==> config.mk <==
export PLATFORM = sky130hd
export DESIGN_NAME = decode_stage
export DESIGN_NICKNAME = d
export VERILOG_FILES = /design/src/rtl/decode_stage.sv
export SDC_FILE = /design/constraint.sdc
export NUM_CORES = 1
export LEC_CHECK = 0
export BUFFER_PORTS_ARGS = -buffer_cell sky130_fd_sc_hd__buf_4
export CAP_MARGIN = 15
export CORE_UTILIZATION = 30
export DETAILED_ROUTE_END_ITERATION = 10
export GPL_TIMING_DRIVEN = 0
export HOLD_SLACK_MARGIN = 0.05
export PLACE_DENSITY = 0.59
export SLEW_MARGIN = 20
export SYNTH_ARGS = -nofsm -noshare
export SYNTH_HDL_FRONTEND = slang
export SYNTH_SLANG_ARGS = --single-unit
==> constraint.sdc <==
create_clock -name clk_i -period 7.2 [get_ports clk_i]
set_input_delay 0.36 -clock clk_i [delete_from_list [all_inputs] [get_ports clk_i]]
set_output_delay 0.36 -clock clk_i [all_outputs]
set_load 0.03 [all_outputs]
==> src/rtl/decode_stage.sv <==
// Atom core RV32I/RV32E decode stage: valid/ready on both sides, one-entry skid buffer, synchronous flush.
// Define DECODE_ILLEGAL_CHECK_EN to flag illegal instructions and count them on delivery.
module decode_stage #(
    parameter int RF_ADDR_W = 5,
    parameter int ILL_CNT_W = 16
) (
    input  logic                 clk_i,
    input  logic                 rst_i,
    input  logic                 flush_i,
    input  logic                 valid_i,
    output logic                 ready_o,
    input  logic [31:0]          instr_i,
    input  logic [31:0]          pc_i,
    output logic                 valid_o,
    input  logic                 ready_i,
    output logic [31:0]          pc_o,
    output logic [RF_ADDR_W-1:0] rd_sel_o,
    output logic [RF_ADDR_W-1:0] rs1_sel_o,
    output logic [RF_ADDR_W-1:0] rs2_sel_o,
    output logic [31:0]          imm_o,
    output logic                 rf_we_o,
    output logic [1:0]           rf_din_sel_o,
    output logic                 a_op_sel_o,
    output logic                 b_op_sel_o,
    output logic [3:0]           alu_op_sel_o,
    output logic                 jump_en_o,
    output logic                 branch_en_o,
    output logic [2:0]           cmp_type_o,
    output logic                 mem_re_o,
    output logic                 mem_we_o,
    output logic [2:0]           mem_width_o,
    output logic                 illegal_o,
    output logic [ILL_CNT_W-1:0] ill_count_o
);

    typedef enum logic [1:0] {
        ST_EMPTY = 2'd0,
        ST_ONE   = 2'd1,
        ST_TWO   = 2'd2
    } state_t;

    typedef struct packed {
        logic [31:0]          pc;
        logic [RF_ADDR_W-1:0] rd;
        logic [RF_ADDR_W-1:0] rs1;
        logic [RF_ADDR_W-1:0] rs2;
        logic [31:0]          imm;
        logic                 rf_we;
        logic [1:0]           din_sel;
        logic                 a_sel;
        logic                 b_sel;
        logic [3:0]           alu_op;
        logic                 jump;
        logic                 branch;
        logic [2:0]           cmp;
        logic                 mem_re;
        logic                 mem_we;
        logic [2:0]           mem_width;
        logic                 illegal;
    } bundle_t;

    localparam logic [6:0] OPC_LUI    = 7'b0110111;
    localparam logic [6:0] OPC_AUIPC  = 7'b0010111;
    localparam logic [6:0] OPC_JAL    = 7'b1101111;
    localparam logic [6:0] OPC_JALR   = 7'b1100111;
    localparam logic [6:0] OPC_BRANCH = 7'b1100011;
    localparam logic [6:0] OPC_LOAD   = 7'b0000011;
    localparam logic [6:0] OPC_STORE  = 7'b0100011;
    localparam logic [6:0] OPC_OPIMM  = 7'b0010011;
    localparam logic [6:0] OPC_OP     = 7'b0110011;
    localparam logic [6:0] OPC_FENCE  = 7'b0001111;

    localparam logic [3:0] ALU_ADD  = 4'd0;
    localparam logic [3:0] ALU_SUB  = 4'd1;
    localparam logic [3:0] ALU_XOR  = 4'd2;
    localparam logic [3:0] ALU_OR   = 4'd3;
    localparam logic [3:0] ALU_AND  = 4'd4;
    localparam logic [3:0] ALU_SLL  = 4'd5;
    localparam logic [3:0] ALU_SRL  = 4'd6;
    localparam logic [3:0] ALU_SRA  = 4'd7;
    localparam logic [3:0] ALU_SLT  = 4'd8;
    localparam logic [3:0] ALU_SLTU = 4'd9;

    localparam logic [1:0] DIN_IMM = 2'd0;
    localparam logic [1:0] DIN_PC4 = 2'd1;
    localparam logic [1:0] DIN_ALU = 2'd2;
    localparam logic [1:0] DIN_MEM = 2'd3;

    localparam logic [6:0] F7_ALT = 7'b0100000;

    function automatic logic [3:0] alu_from_f3(input logic [2:0] f3, input logic alt);
        logic [3:0] op;
        case (f3)
            3'b000:  op = alt ? ALU_SUB : ALU_ADD;
            3'b001:  op = ALU_SLL;
            3'b010:  op = ALU_SLT;
            3'b011:  op = ALU_SLTU;
            3'b100:  op = ALU_XOR;
            3'b101:  op = alt ? ALU_SRA : ALU_SRL;
            3'b110:  op = ALU_OR;
            default: op = ALU_AND;
        endcase
        return op;
    endfunction

    state_t      state_q;
    logic        valid_q;
    logic        ready_q;
    bundle_t     out_q;
    bundle_t     skid_q;
    bundle_t     dec_d;
    logic        accept;
    logic        deliver;
    logic [6:0]  opcode;
    logic [2:0]  funct3;
    logic [6:0]  funct7;
    logic [31:0] imm_i, imm_s, imm_b, imm_u, imm_j;
    logic        known;
    logic        bad_fn;
    logic        illegal;

    assign accept  = valid_i & ready_q;
    assign deliver = valid_q & ready_i;

    assign opcode = instr_i[6:0];
    assign funct3 = instr_i[14:12];
    assign funct7 = instr_i[31:25];

    assign imm_i = {{20{instr_i[31]}}, instr_i[31:20]};
    assign imm_s = {{20{instr_i[31]}}, instr_i[31:25], instr_i[11:7]};
    assign imm_b = {{19{instr_i[31]}}, instr_i[31], instr_i[7], instr_i[30:25], instr_i[11:8], 1'b0};
    assign imm_u = {instr_i[31:12], 12'b0};
    assign imm_j = {{11{instr_i[31]}}, instr_i[31], instr_i[19:12], instr_i[20], instr_i[30:21], 1'b0};

    always_comb begin
        dec_d     = '0;
        dec_d.pc  = pc_i;
        dec_d.rd  = instr_i[7 +: RF_ADDR_W];
        dec_d.rs1 = instr_i[15 +: RF_ADDR_W];
        dec_d.rs2 = instr_i[20 +: RF_ADDR_W];
        known     = 1'b1;
        bad_fn    = 1'b0;
        case (opcode)
            OPC_LUI: begin
                dec_d.imm     = imm_u;
                dec_d.rf_we   = 1'b1;
                dec_d.din_sel = DIN_IMM;
            end
            OPC_AUIPC: begin
                dec_d.imm     = imm_u;
                dec_d.rf_we   = 1'b1;
                dec_d.din_sel = DIN_ALU;
                dec_d.a_sel   = 1'b1;
                dec_d.b_sel   = 1'b1;
            end
            OPC_JAL: begin
                dec_d.imm     = imm_j;
                dec_d.rf_we   = 1'b1;
                dec_d.din_sel = DIN_PC4;
                dec_d.a_sel   = 1'b1;
                dec_d.b_sel   = 1'b1;
                dec_d.jump    = 1'b1;
            end
            OPC_JALR: begin
                dec_d.imm     = imm_i;
                dec_d.rf_we   = 1'b1;
                dec_d.din_sel = DIN_PC4;
                dec_d.b_sel   = 1'b1;
                dec_d.jump    = 1'b1;
                bad_fn        = (funct3 != 3'b000);
            end
            OPC_BRANCH: begin
                // The ALU forms the target pc+imm; the comparator uses rs1/rs2 directly.
                dec_d.imm     = imm_b;
                dec_d.a_sel   = 1'b1;
                dec_d.b_sel   = 1'b1;
                dec_d.branch  = 1'b1;
                dec_d.cmp     = funct3;
                bad_fn        = (funct3 == 3'b010) || (funct3 == 3'b011);
            end
            OPC_LOAD: begin
                dec_d.imm       = imm_i;
                dec_d.rf_we     = 1'b1;
                dec_d.din_sel   = DIN_MEM;
                dec_d.b_sel     = 1'b1;
                dec_d.mem_re    = 1'b1;
                dec_d.mem_width = funct3;
                bad_fn          = (funct3 == 3'b011) || (funct3 == 3'b110) || (funct3 == 3'b111);
            end
            OPC_STORE: begin
                dec_d.imm       = imm_s;
                dec_d.b_sel     = 1'b1;
                dec_d.mem_we    = 1'b1;
                dec_d.mem_width = funct3;
                bad_fn          = (funct3[2] == 1'b1) || (funct3 == 3'b011);
            end
            OPC_OPIMM: begin
                dec_d.imm     = imm_i;
                dec_d.rf_we   = 1'b1;
                dec_d.din_sel = DIN_ALU;
                dec_d.b_sel   = 1'b1;
                dec_d.alu_op  = alu_from_f3(funct3, instr_i[30] & (funct3 == 3'b101));
                bad_fn        = ((funct3 == 3'b001) && (funct7 != 7'b0)) ||
                                ((funct3 == 3'b101) && (funct7 != 7'b0) && (funct7 != F7_ALT));
            end
            OPC_OP: begin
                dec_d.rf_we   = 1'b1;
                dec_d.din_sel = DIN_ALU;
                dec_d.alu_op  = alu_from_f3(funct3, instr_i[30]);
                bad_fn        = (funct7 != 7'b0) &&
                                !((funct7 == F7_ALT) && ((funct3 == 3'b000) || (funct3 == 3'b101)));
            end
            OPC_FENCE: begin
                bad_fn = (funct3 != 3'b000);
            end
            default: known = 1'b0;
        endcase

        if (dec_d.rd == '0) begin
            dec_d.rf_we = 1'b0;
        end
        // Anything that cannot be executed leaves the bundle with no side effects.
        if (!known || bad_fn || illegal) begin
            dec_d.rf_we  = 1'b0;
            dec_d.mem_re = 1'b0;
            dec_d.mem_we = 1'b0;
            dec_d.jump   = 1'b0;
            dec_d.branch = 1'b0;
        end
        dec_d.illegal = illegal;
    end

`ifdef DECODE_ILLEGAL_CHECK_EN
    logic rd_used, rs1_used, rs2_used;
    logic reg_bad;

    always_comb begin
        rd_used  = 1'b0;
        rs1_used = 1'b0;
        rs2_used = 1'b0;
        case (opcode)
            OPC_LUI, OPC_AUIPC, OPC_JAL: rd_used = 1'b1;
            OPC_JALR, OPC_LOAD, OPC_OPIMM: begin
                rd_used  = 1'b1;
                rs1_used = 1'b1;
            end
            OPC_BRANCH, OPC_STORE: begin
                rs1_used = 1'b1;
                rs2_used = 1'b1;
            end
            OPC_OP: begin
                rd_used  = 1'b1;
                rs1_used = 1'b1;
                rs2_used = 1'b1;
            end
            default: ;
        endcase
    end

    // A register field wider than the implemented file (RV32E) is reserved.
    assign reg_bad = (rd_used  && ((instr_i[11:7]  >> RF_ADDR_W) != 5'd0)) ||
                     (rs1_used && ((instr_i[19:15] >> RF_ADDR_W) != 5'd0)) ||
                     (rs2_used && ((instr_i[24:20] >> RF_ADDR_W) != 5'd0));
    assign illegal = !known || bad_fn || reg_bad;

    logic [ILL_CNT_W-1:0] ill_cnt_q, ill_cnt_d;

    always_comb begin
        ill_cnt_d = ill_cnt_q;
        if (deliver && out_q.illegal && !(&ill_cnt_q)) begin
            ill_cnt_d = ill_cnt_q + ILL_CNT_W'(1);
        end
    end

    always_ff @(posedge clk_i or posedge rst_i) begin
        if (rst_i) begin
            ill_cnt_q <= '0;
        end else begin
            ill_cnt_q <= ill_cnt_d;
        end
    end

    assign ill_count_o = ill_cnt_q;
`else
    assign illegal     = 1'b0;
    assign ill_count_o = '0;
`endif

    // Flush wins over every other event; an instruction accepted alongside it is dropped.
    always_ff @(posedge clk_i or posedge rst_i) begin
        if (rst_i) begin
            state_q <= ST_EMPTY;
            valid_q <= 1'b0;
            ready_q <= 1'b1;
            out_q   <= '0;
            skid_q  <= '0;
        end else if (flush_i) begin
            state_q <= ST_EMPTY;
            valid_q <= 1'b0;
            ready_q <= 1'b1;
        end else begin
            case (state_q)
                ST_EMPTY: begin
                    if (accept) begin
                        out_q   <= dec_d;
                        valid_q <= 1'b1;
                        state_q <= ST_ONE;
                    end
                end
                ST_ONE: begin
                    if (accept && !deliver) begin
                        skid_q  <= dec_d;
                        ready_q <= 1'b0;
                        state_q <= ST_TWO;
                    end else if (accept) begin
                        out_q <= dec_d;
                    end else if (deliver) begin
                        valid_q <= 1'b0;
                        state_q <= ST_EMPTY;
                    end
                end
                ST_TWO: begin
                    if (deliver) begin
                        out_q   <= skid_q;
                        ready_q <= 1'b1;
                        state_q <= ST_ONE;
                    end
                end
                default: begin
                    valid_q <= 1'b0;
                    ready_q <= 1'b1;
                    state_q <= ST_EMPTY;
                end
            endcase
        end
    end

    assign ready_o      = ready_q;
    assign valid_o      = valid_q;
    assign pc_o         = out_q.pc;
    assign rd_sel_o     = out_q.rd;
    assign rs1_sel_o    = out_q.rs1;
    assign rs2_sel_o    = out_q.rs2;
    assign imm_o        = out_q.imm;
    assign rf_we_o      = out_q.rf_we;
    assign rf_din_sel_o = out_q.din_sel;
    assign a_op_sel_o   = out_q.a_sel;
    assign b_op_sel_o   = out_q.b_sel;
    assign alu_op_sel_o = out_q.alu_op;
    assign jump_en_o    = out_q.jump;
    assign branch_en_o  = out_q.branch;
    assign cmp_type_o   = out_q.cmp;
    assign mem_re_o     = out_q.mem_re;
    assign mem_we_o     = out_q.mem_we;
    assign mem_width_o  = out_q.mem_width;
    assign illegal_o    = out_q.illegal;

endmodule
==> summary.txt, run 1 <==
Outcome
  – Status: finished clean

Setup path
  – Setup crit end kind: flip-flop
  – Worst path top cell family by delay: buffers and inverters
  – Slowest-stage cell, CP: dfstp_2
  – Worst Path Buf+Inv: 2
  – CP Cell Sequence: and3b_1 -> nand2_1 -> a21oi_1 -> buf_2 -> buf_4 -> nand2_1 -> o211ai_1
  – CP Data Required Time: roughly 7600 ps
  – Critical path's largest stage delay: 560 ps
  – Kind of critical path: flip-flop to flip-flop
  – Most Frequent Cell on Critical Path: nand2_1
  – Worst Path Arrival: 2870 ps
  – Crit path launch type: flip-flop
  – Worst-path fanout max: 10

Route
  – ANT nets after route: 0
  – TritonRoute pass-1 iters: 5
  – # DRC: 0
  – Avg Vias per Cell: roughly 5
  – Routed len/inst: 18.1 um
  – Vias: 8,205
  – Initial DRC Count: just under 700
  – WL final: 30,000 um

Global routing
  – GR Overflow Total: 0
  – First-pass GRT wire length: between 40,000 and 50,000 um
  – Met3 usage: 3.54%
  – Initial antenna violation count: 0
  – GRT Total Usage: between 10% and 20%
  – GR Layer Usage met1: 28.0%
  – Busiest grt layer: met2
  – Met2 usage: between 30% and 40%
  – Largest net degree at the start of global routing: 94
  – Vias in the first global route: around 7,800

Floorplan
  – Die X: 177 um
  – CORE AREA: 29,900 um2
  – DIE AREA: 31,400 um2
  – Row cnt: 63
  – Die H: 177 um
  – Initial Util: 30.8%
  – # IOs: roughly 190

Pwr
  – Leak: 5.43 nW
  – P_int: 2.41 mW
  – Switching power total: 1.38 mW
  – Comb pwr share: 31.1%
  – Pwr/cell area: 325 nW/um2
  – Switching Fraction: 36.5%
  – Worst vdd ir: 0.000176 V
  – Clk pwr share: about 26%
  – Tot Pwr: 3.79 mW
  – Sequential power share: 43.1%

Timing
  – Final critical-path required period: 2520 ps
  – Relative slew slack: around two fifths
  – Worst Tran Pin Value: around 900 ps
  – Worst hold slack: 122 ps
  – Achievable Freq: 396 MHz
  – Pins Over Slew Limit: 0
  – Post-Route Setup TNS: 0 ps
  – Fin. Hold Viols: 0
  – Final Setup Violations: 0
  – Period utilization: 35.0%
  – Clock skew: 9.40 ps
  – RSZ-0062 raised after global routing: no

Logic synthesis
  – Number of synthesized flops with an enable pin: 0
  – Main synth FF type: dfrtp_1
  – Cells after synthesis: 1,052
  – Post-synthesis async set-or-reset flop share: between 90% and 100%
  – Cell taking the most area after synthesis: dfrtp_1
  – Synthesized area: 9200 um2
  – Synth warn: 0
  – Post-synthesis area per instance: 8.74 um2
  – Post-synthesis sequential area ratio: 54.4%
  – Synth top area share: 54.1%
  – Ranking of synthesized cells by area: dfrtp_1, nand2_1, a31oi_1, nor2_1, nand3_1
  – Yosys reg bits: 200
  – Synth cell types: 57

Cells and area
  – Share of post-route cells with drive strength above 1: around 22%
  – Flip-flop and latch area: roughly 5000 um2
  – N_diodes: 0
  – Fin area: 11,700 um2
  – Area Growth Syn to Fin: 26.8%
  – Final #Nets: 1,326
  – Area of the multi-input gates: between 3000 and 4000 um2
  – Fill cells: between 3,000 and 4,000

Worst hold path
  – Hold Path Class: input port to flip-flop

Placed design
  – GPL Wtd Cong: a little over 0.9
  – Port buffer count: 167
  – HPWL after DPL: around 21,000 um
  – DP Area: 11,100 um2

CTS
  – Root Driver: clkbuf_16
  – CTS H-tree depth: 4
  – Later-pin clock latency in the skew report: 430 ps
  – Post_cts resized: 0
  – TritonCTS Sinks: 200
  – TritonCTS clock tree: done
  – Reg clk slew, reported paths: roughly 70 ps
  – TritonCTS Buffers: 17
  – Clock Path Buffers: 2

Run
  – Max Cap Viol: 0
[final timing paths]
path	from	endpoint	slack, ps	cells after the start
max in group asynchronous	rst_i	skid_q[23]	6080	4
min in group asynchronous	rst_i	imm_o[24]	400	3
hold / removal	pc_i[4]	skid_q[71]	120	3
setup / recovery	ready_o	imm_o[19]	4680	7
hold reg to reg	skid_q[68]	skid_q[68]	480	2
setup reg to reg	ready_o	imm_o[19]	4680	7
[cell usage in the layout (no fill, tap or decap), types with 3 or more instances in the layout]
| master | Yosys | routed |
|---|---|---|
| and3_1 | 3 | 3 |
| o31ai_1 | 11 | 11 |
| a31oi_1 | 65 | 65 |
| dfrtp_1 | 199 | 199 |
| o211ai_1 | 15 | 15 |
| nor2_1 | 104 | 104 |
| a21oi_1 | 34 | 34 |
| nand2_1 | 340 | 340 |
| nor4_1 | 3 | 3 |
| a211oi_2 | 11 | 11 |
| o21ai_0 | 35 | 35 |
| inv_1 | 6 | 5 |
| conb_1 | 1 | 17 |
| clkinv_4 | 0 | 3 |
| buf_2 | 38 | 38 |
| a21o_1 | 4 | 4 |
| nand3_1 | 44 | 44 |
| mux2i_1 | 4 | 4 |
| clkbuf_1 | 34 | 36 |
| buf_4 | 18 | 185 |
| and2_1 | 6 | 6 |
| a22oi_1 | 4 | 4 |
| nand3b_1 | 3 | 3 |
| nor2b_1 | 4 | 4 |
| inv_6 | 0 | 3 |
| clkbuf_16 | 0 | 17 |
| nor3_1 | 14 | 14 |
| nand2b_1 | 6 | 6 |
| a211oi_1 | 4 | 4 |
[final cells by class]
| class | instances | area share (%) |
|---|---|---|
| plain buffers | 93 | 4.11 |
| clock buffers | 20 | 3.83 |
| clock inverters | 12 | 1.21 |
| inverters | 6 | 0.258 |
| multi-input cells | 769 | 32.2 |
| flip-flops and latches | 200 | 42.9 |
| well taps | 390 | 4.18 |
| repair buffers | 170 | 11.3 |
[Yosys cell counts (all sizes together) (2+ instances only)]
cell type,n
a211oi,15
a2111oi,2
inv,6
a21oi,34
o211ai,15
and3,4
nor3b,2
nand4b,2
o21bai,2
o31ai,11
and2,6
a31oi,65
nand2,341
a22oi,4
a21o,4
nor4,4
buf,59
dfrtp,199
nor3,14
a32o,2
a211o,2
a221oi,2
o41ai,2
mux2i,4
mux2,2
clkbuf,34
nor2,104
or4,2
o21a,2
nand3,44
o21ai,35
nand2b,7
nand3b,3
nor2b,4
[cell families (layout without fill, tap and decap cells)]
group	after synthesis	in the layout	synth area share (%)
xor gates and xnor gates	2	2	0.190
AOI/OAI and AO/OA	202	202	14.7
muxes	6	6	0.721
and+or+nand+nor	542	542	24.5
DFF	200	200	54.4
buffers and inverters	99	301	5.45
other	1	17	0.0408
[sequential cells by signal (all words and copies together) (netlist names)]
signal,cells
ready_o,1
pc_o,32
branch_en_o,1
b_op_sel_o,1
imm_o,32
skid_q,98
a_op_sel_o,1
jump_en_o,1
alu_op_sel_o,4
rf_we_o,1
rf_din_sel_o,2
cmp_type_o,3
state_q,2
mem_width_o,3
rd_sel_o,5
rs2_sel_o,5
valid_o,1
rs1_sel_o,5
mem_re_o,1
mem_we_o,1
[metrics by stage]
step / utilization [%] / std cells / setup WS, ps
6_report: 39.0 / 1660 / 4680
5_1_grt: 39.0 / 1660 / 4560
4_1_cts: 39.0 / 1660 / 4740
3_5_place_dp: 37.0 / 1627 / 4760
3_3_place_gp: 36.8 / 1625 / -1200
2_1_floorplan: - / 1068 / 1390
[worst register-to-register path, cell delays in order, from the launching register on]
cell and delay (ps):
dfstp_2 560, and3b_1 210, nand2_1 80, a21oi_1 280, buf_2 360, buf_4 340
nand2_1 320, o211ai_1 280
[timing repair]
action,in CTS,in global routing
buffers inserted,0,0
hold endpoints to repair,14,0
hold buffers,1,0
[routing by layer]
layer	share of wire [%]	routed length (um)
met5	0	0
met4	1.2	346
met3	6.3	1880
met2	46	13800
met1	47	14000
[power groups by stage]
stage,Combinational [mW],Sequential (mW),Clock (mW)
2_1_floorplan,0.446,1.91,0
3_3_place_gp,1.17,1.65,0
3_5_place_dp,1.19,1.66,0
4_1_cts,1.19,1.63,1.00
5_1_grt,1.28,1.68,1.04
6_report,1.18,1.63,0.976
Power figures use the tool's default switching activity.
==> inputs of run 2 (changes only) <==
--- a/config.mk
+++ b/config.mk
@@ -5,13 +5,14 @@
 export SDC_FILE = /design/constraint.sdc
 export NUM_CORES = 1
 export LEC_CHECK = 0
+export ABC_AREA = 1
 export BUFFER_PORTS_ARGS = -buffer_cell sky130_fd_sc_hd__buf_4
 export CAP_MARGIN = 15
 export CORE_UTILIZATION = 30
 export DETAILED_ROUTE_END_ITERATION = 10
 export GPL_TIMING_DRIVEN = 0
 export HOLD_SLACK_MARGIN = 0.05
-export PLACE_DENSITY = 0.59
+export PLACE_DENSITY = 0.61
 export SLEW_MARGIN = 20
 export SYNTH_ARGS = -nofsm -noshare
 export SYNTH_HDL_FRONTEND = slang
==> constraint.sdc (replaced) <==
create_clock -name clk_i -period 2.1 [get_ports clk_i]
set_input_delay 0.105 -clock clk_i [delete_from_list [all_inputs] [get_ports clk_i]]
set_output_delay 0.105 -clock clk_i [all_outputs]
set_load 0.03 [all_outputs]
==> run 2 against run 1 <==
Worst setup slack got worse by 4600 ps. Largest power group unchanged. Flip-flop and latch count unchanged. Total power increased to 4.0 times the previous value. First-iteration DRC count increased by 7.8%. Final cell count increased by 9.8%. Design area increased by 6.0%.
==> summary.txt, run 2 <==
CTS
  – Clock Path Buffers: 2 (unchanged)
  – Root Driver: clkbuf_16 (unchanged)
  – Reg clk slew, reported paths: 70 ps (about the same)
  – TritonCTS clock tree: done (unchanged)
  – CTS H-tree depth: 4 (unchanged)
  – Later-pin clock latency in the skew report: 430 ps (about the same)
  – TritonCTS Sinks: 200 (unchanged)
  – TritonCTS Buffers: 17 (unchanged)

Logic synthesis
  – Synthesized area: 9210 um2 (was 9200 um2)
  – Post-synthesis async set-or-reset flop share: 100% (unchanged)
  – Cell taking the most area after synthesis: dfrtp_1 (unchanged)
  – Synth warn: 0 (unchanged)
  – Ranking of synthesized cells by area: dfrtp_1, nand2_1, o21ai_0, o21ai_1, inv_1 (was dfrtp_1, nand2_1, a31oi_1, nor2_1, nand3_1)
  – Main synth FF type: dfrtp_1 (unchanged)
  – Number of synthesized flops with an enable pin: 0 (unchanged)
  – Most numerous cell in the Yosys netlist: nand2_1 (unchanged)
  – Post-synthesis sequential area ratio: 54.4% (about the same)
  – Yosys reg bits: 200 (unchanged)
  – Post-synthesis area per instance: 7.97 um2 (was 8.74 um2)
  – Cells after synthesis: 1,156 (was 1,052)
  – Synth top area share: 54.1% (about the same)
  – Synth cell types: 27 (was 57)
  – Post-synth top cells: nand2_1, dfrtp_1, o21ai_0 (was nand2_1, dfrtp_1, nor2_1)

Pwr
  – Sequential power share: 39.0% (was 43.1%)
  – Switching power total: 6.02 mW (was 1.38 mW)
  – Worst vdd ir: 0.000689 V (was 0.000176 V)
  – Switching Fraction: 39.8% (was 36.5%)
  – Tot Pwr: 15.1 mW (was 3.79 mW)
  – Clk pwr share: 23.2% (was 25.8%)
  – Comb pwr share: 37.8% (was 31.1%)
  – Leak: 6.40 nW (was 5.43 nW)
  – Pwr/cell area: 1220 nW/um2 (was 325 nW/um2)
  – P_int: 9.10 mW (was 2.41 mW)

Setup path
  – Reg2reg path depth: 8 (was 7)
  – Reg-to-Reg End: skid_q[17] (was imm_o[19])
  – R2r setup slk: 110 ps (was 4680 ps)
  – Worst Path Arrival: 2350 ps (was 2870 ps)
  – Worst r2r src: ready_o (unchanged)
  – CP Data Required Time: 2470 ps (was 7550 ps)
  – Crit path launch type: flip-flop (unchanged)
  – Setup crit end kind: flip-flop (unchanged)
  – Worst-path fanout max: 10 (unchanged)
  – Kind of critical path: flip-flop to flip-flop (unchanged)

Route
  – Vias: 8,721 (was 8,205)
  – TritonRoute pass-1 iters: 5 (unchanged)
  – Initial DRC Count: 747 (was 693)
  – # DRC: 0 (unchanged)
  – ANT nets after route: 0 (unchanged)
  – WL final: 30,400 um (was 30,000 um)
  – Avg Vias per Cell: 4.78 (was 4.94)
  – Routed len/inst: 16.7 um (was 18.1 um)

Floorplan
  – Row cnt: 63 (unchanged)
  – Initial Util: 30.7% (was 30.8%)
  – Die X: 177 um (about the same)
  – DIE AREA: 31,400 um2 (about the same)
  – CORE AREA: 30,000 um2 (was 29,900 um2)
  – Die H: 177 um (about the same)
  – # IOs: 186 (unchanged)

Placed design
  – GPL Wtd Cong: 0.925 (was 0.905)
  – HPWL after DPL: 22,300 um (was 21,500 um)
  – Post-Place Cells: 1,736 (was 1,627)
  – Port buffer count: 167 (unchanged)
  – Place WS: -226 ps (was 4760 ps)

Worst hold path
  – Worst Hold Path Cells: 5 (was 3)
  – Hold Path Class: input port to flip-flop (unchanged)
  – Hold endpoint: valid_o (was skid_q[71])
  – HP Start: valid_i (was pc_i[4])

Timing
  – Final Setup Violations: 0 (unchanged)
  – Setup ws final: 114 ps (was 4680 ps)
  – Period utilization: 94.6% (was 35.0%)
  – Achievable Freq: 504 MHz (was 396 MHz)
  – Final critical-path required period: 1990 ps (was 2520 ps)
  – Fin. Hold Viols: 0 (unchanged)
  – Clock skew: 10.7 ps (was 9.40 ps)
  – Relative slew slack: 51.0% (was 39.5%)
  – Worst Tran Pin Value: 735 ps (was 908 ps)
  – Pins Over Slew Limit: 0 (unchanged)
  – RSZ-0062 raised after global routing: no (unchanged)

Cells and area
  – Share of post-route cells with drive strength above 1: 19.1% (was 22.0%)
  – Most frequent cells in the layout: nand2_1, dfrtp_1, buf_4 (unchanged)
  – Area Growth Syn to Fin: 34.2% (was 26.8%)
  – Max reg flops: 98 (unchanged)
  – Final #Nets: 1,489 (was 1,326)
  – N_diodes: 0 (unchanged)
  – Post-route insts no fill: 1,823 (was 1,660)
  – Most flop-heavy register: skid_q (unchanged)
  – Commonest non-fill, non-tap cell in the layout: nand2_1 (unchanged)

Global routing
  – Busiest grt layer: met2 (unchanged)
  – GR Overflow Total: 0 (unchanged)
  – Met2 usage: 31.9% (was 30.5%)
  – First-pass GRT wire length: 47,100 um (was 46,300 um)
  – Largest net degree at the start of global routing: 34 (was 94)
  – GRT Total Usage: 19.7% (was 19.6%)
  – Met3 usage: 3.72% (was 3.54%)
  – GR Layer Usage met1: 27.3% (was 28.0%)
  – Vias in the first global route: 8,297 (was 7,806)
  – Initial antenna violation count: 0 (unchanged)

Outcome
  – Status: finished clean (unchanged)

Run
  – Max Cap Viol: 0 (unchanged)
[run 2: cell types whose count changed in the layout (fill, tap and decap cells not counted), moves of 37 or more]
cell / change
inv_1: +85
a31oi_1: -63
nor2_1: -51
o21ai_1: +73
dlygate4sd3_1: +51
nand2_1: +37
o21ai_0: +147
[run 2: kinds of logic after synthesis]
logic type,after synthesis,share of synthesized area (%)
flops,200,54.4
simple gates,472,20.2
other cells,1,0.0407
mux,1,0.122
compound gates,304,16.9
buf+inv,178,8.35
[run 2: metrics by stage]
stage	setup TNS, ps	hold WS [ps]	utilization (%)	cell area, um2
3_5_place_dp	-13400	150	37.3	11200
4_1_cts	0	56.1	41.2	12300
2_1_floorplan	-117910	226	-	9270
6_report	0	53.5	41.3	12400
5_1_grt	0	68.1	41.3	12400
3_3_place_gp	-396310	322	36.8	11000
[run 2: layout make-up]
class                   count  area [um2]
fillers                  3035       17600
flip-flops and latches    200        5010
multi-input cells         794        3500
repair buffers            229        1960
well taps                 390         488
clock buffers              18         429
plain buffers              82         420
inverters                  96         364
clock inverters            14         188
[run 2: critical path, stage by stage (launching register included)]
cell	delay, ps
dfstp_2	550
nand2_2	90
nor2_2	160
inv_1	80
nor2_4	180
buf_2	320
buf_2	320
o21ai_0	130
nand2_1	70
[run 2: power groups by stage]
stage          Sequential, mW  Clock [mW]  Combinational, mW
5_1_grt                  6.04        3.73               6.26
3_3_place_gp             5.91           0               5.50
6_report                 5.89        3.50               5.72
3_5_place_dp             5.94           0               5.62
2_1_floorplan            7.24           0               2.04
4_1_cts                  5.88        3.56               5.76
[run 2: worst max-delay path by stage]
stage	start	endpoint	slack, ps	cells past startpoint
floorplan	rst_i	a_op_sel_o	-590	1
global placement	rst_i	skid_q[33]	-1940	2
detailed placement	ready_o	imm_o[30]	-230	8
CTS	ready_o	skid_q[34]	10	6
global route	ready_o	skid_q[98]	5	7
finish	ready_o	skid_q[17]	110	8
[run 2: timing repair]
item | CTS | global route
setup endpoints to repair | 106 | 131
hold buffers | 52 | 0
endpoints found under the hold margin | 140 | 0
resized for setup | 3 | 9
pin swaps | 2 | 1
setup buffers | 3 | 0
[run 2: layer usage]
metal  vias to the layer above  share of wire [%]
met4                         0                1.2
met2                       296                 47
met5                         -                  0
met3                        19                6.3
met1                      4208                 46
li1                       4198                  -
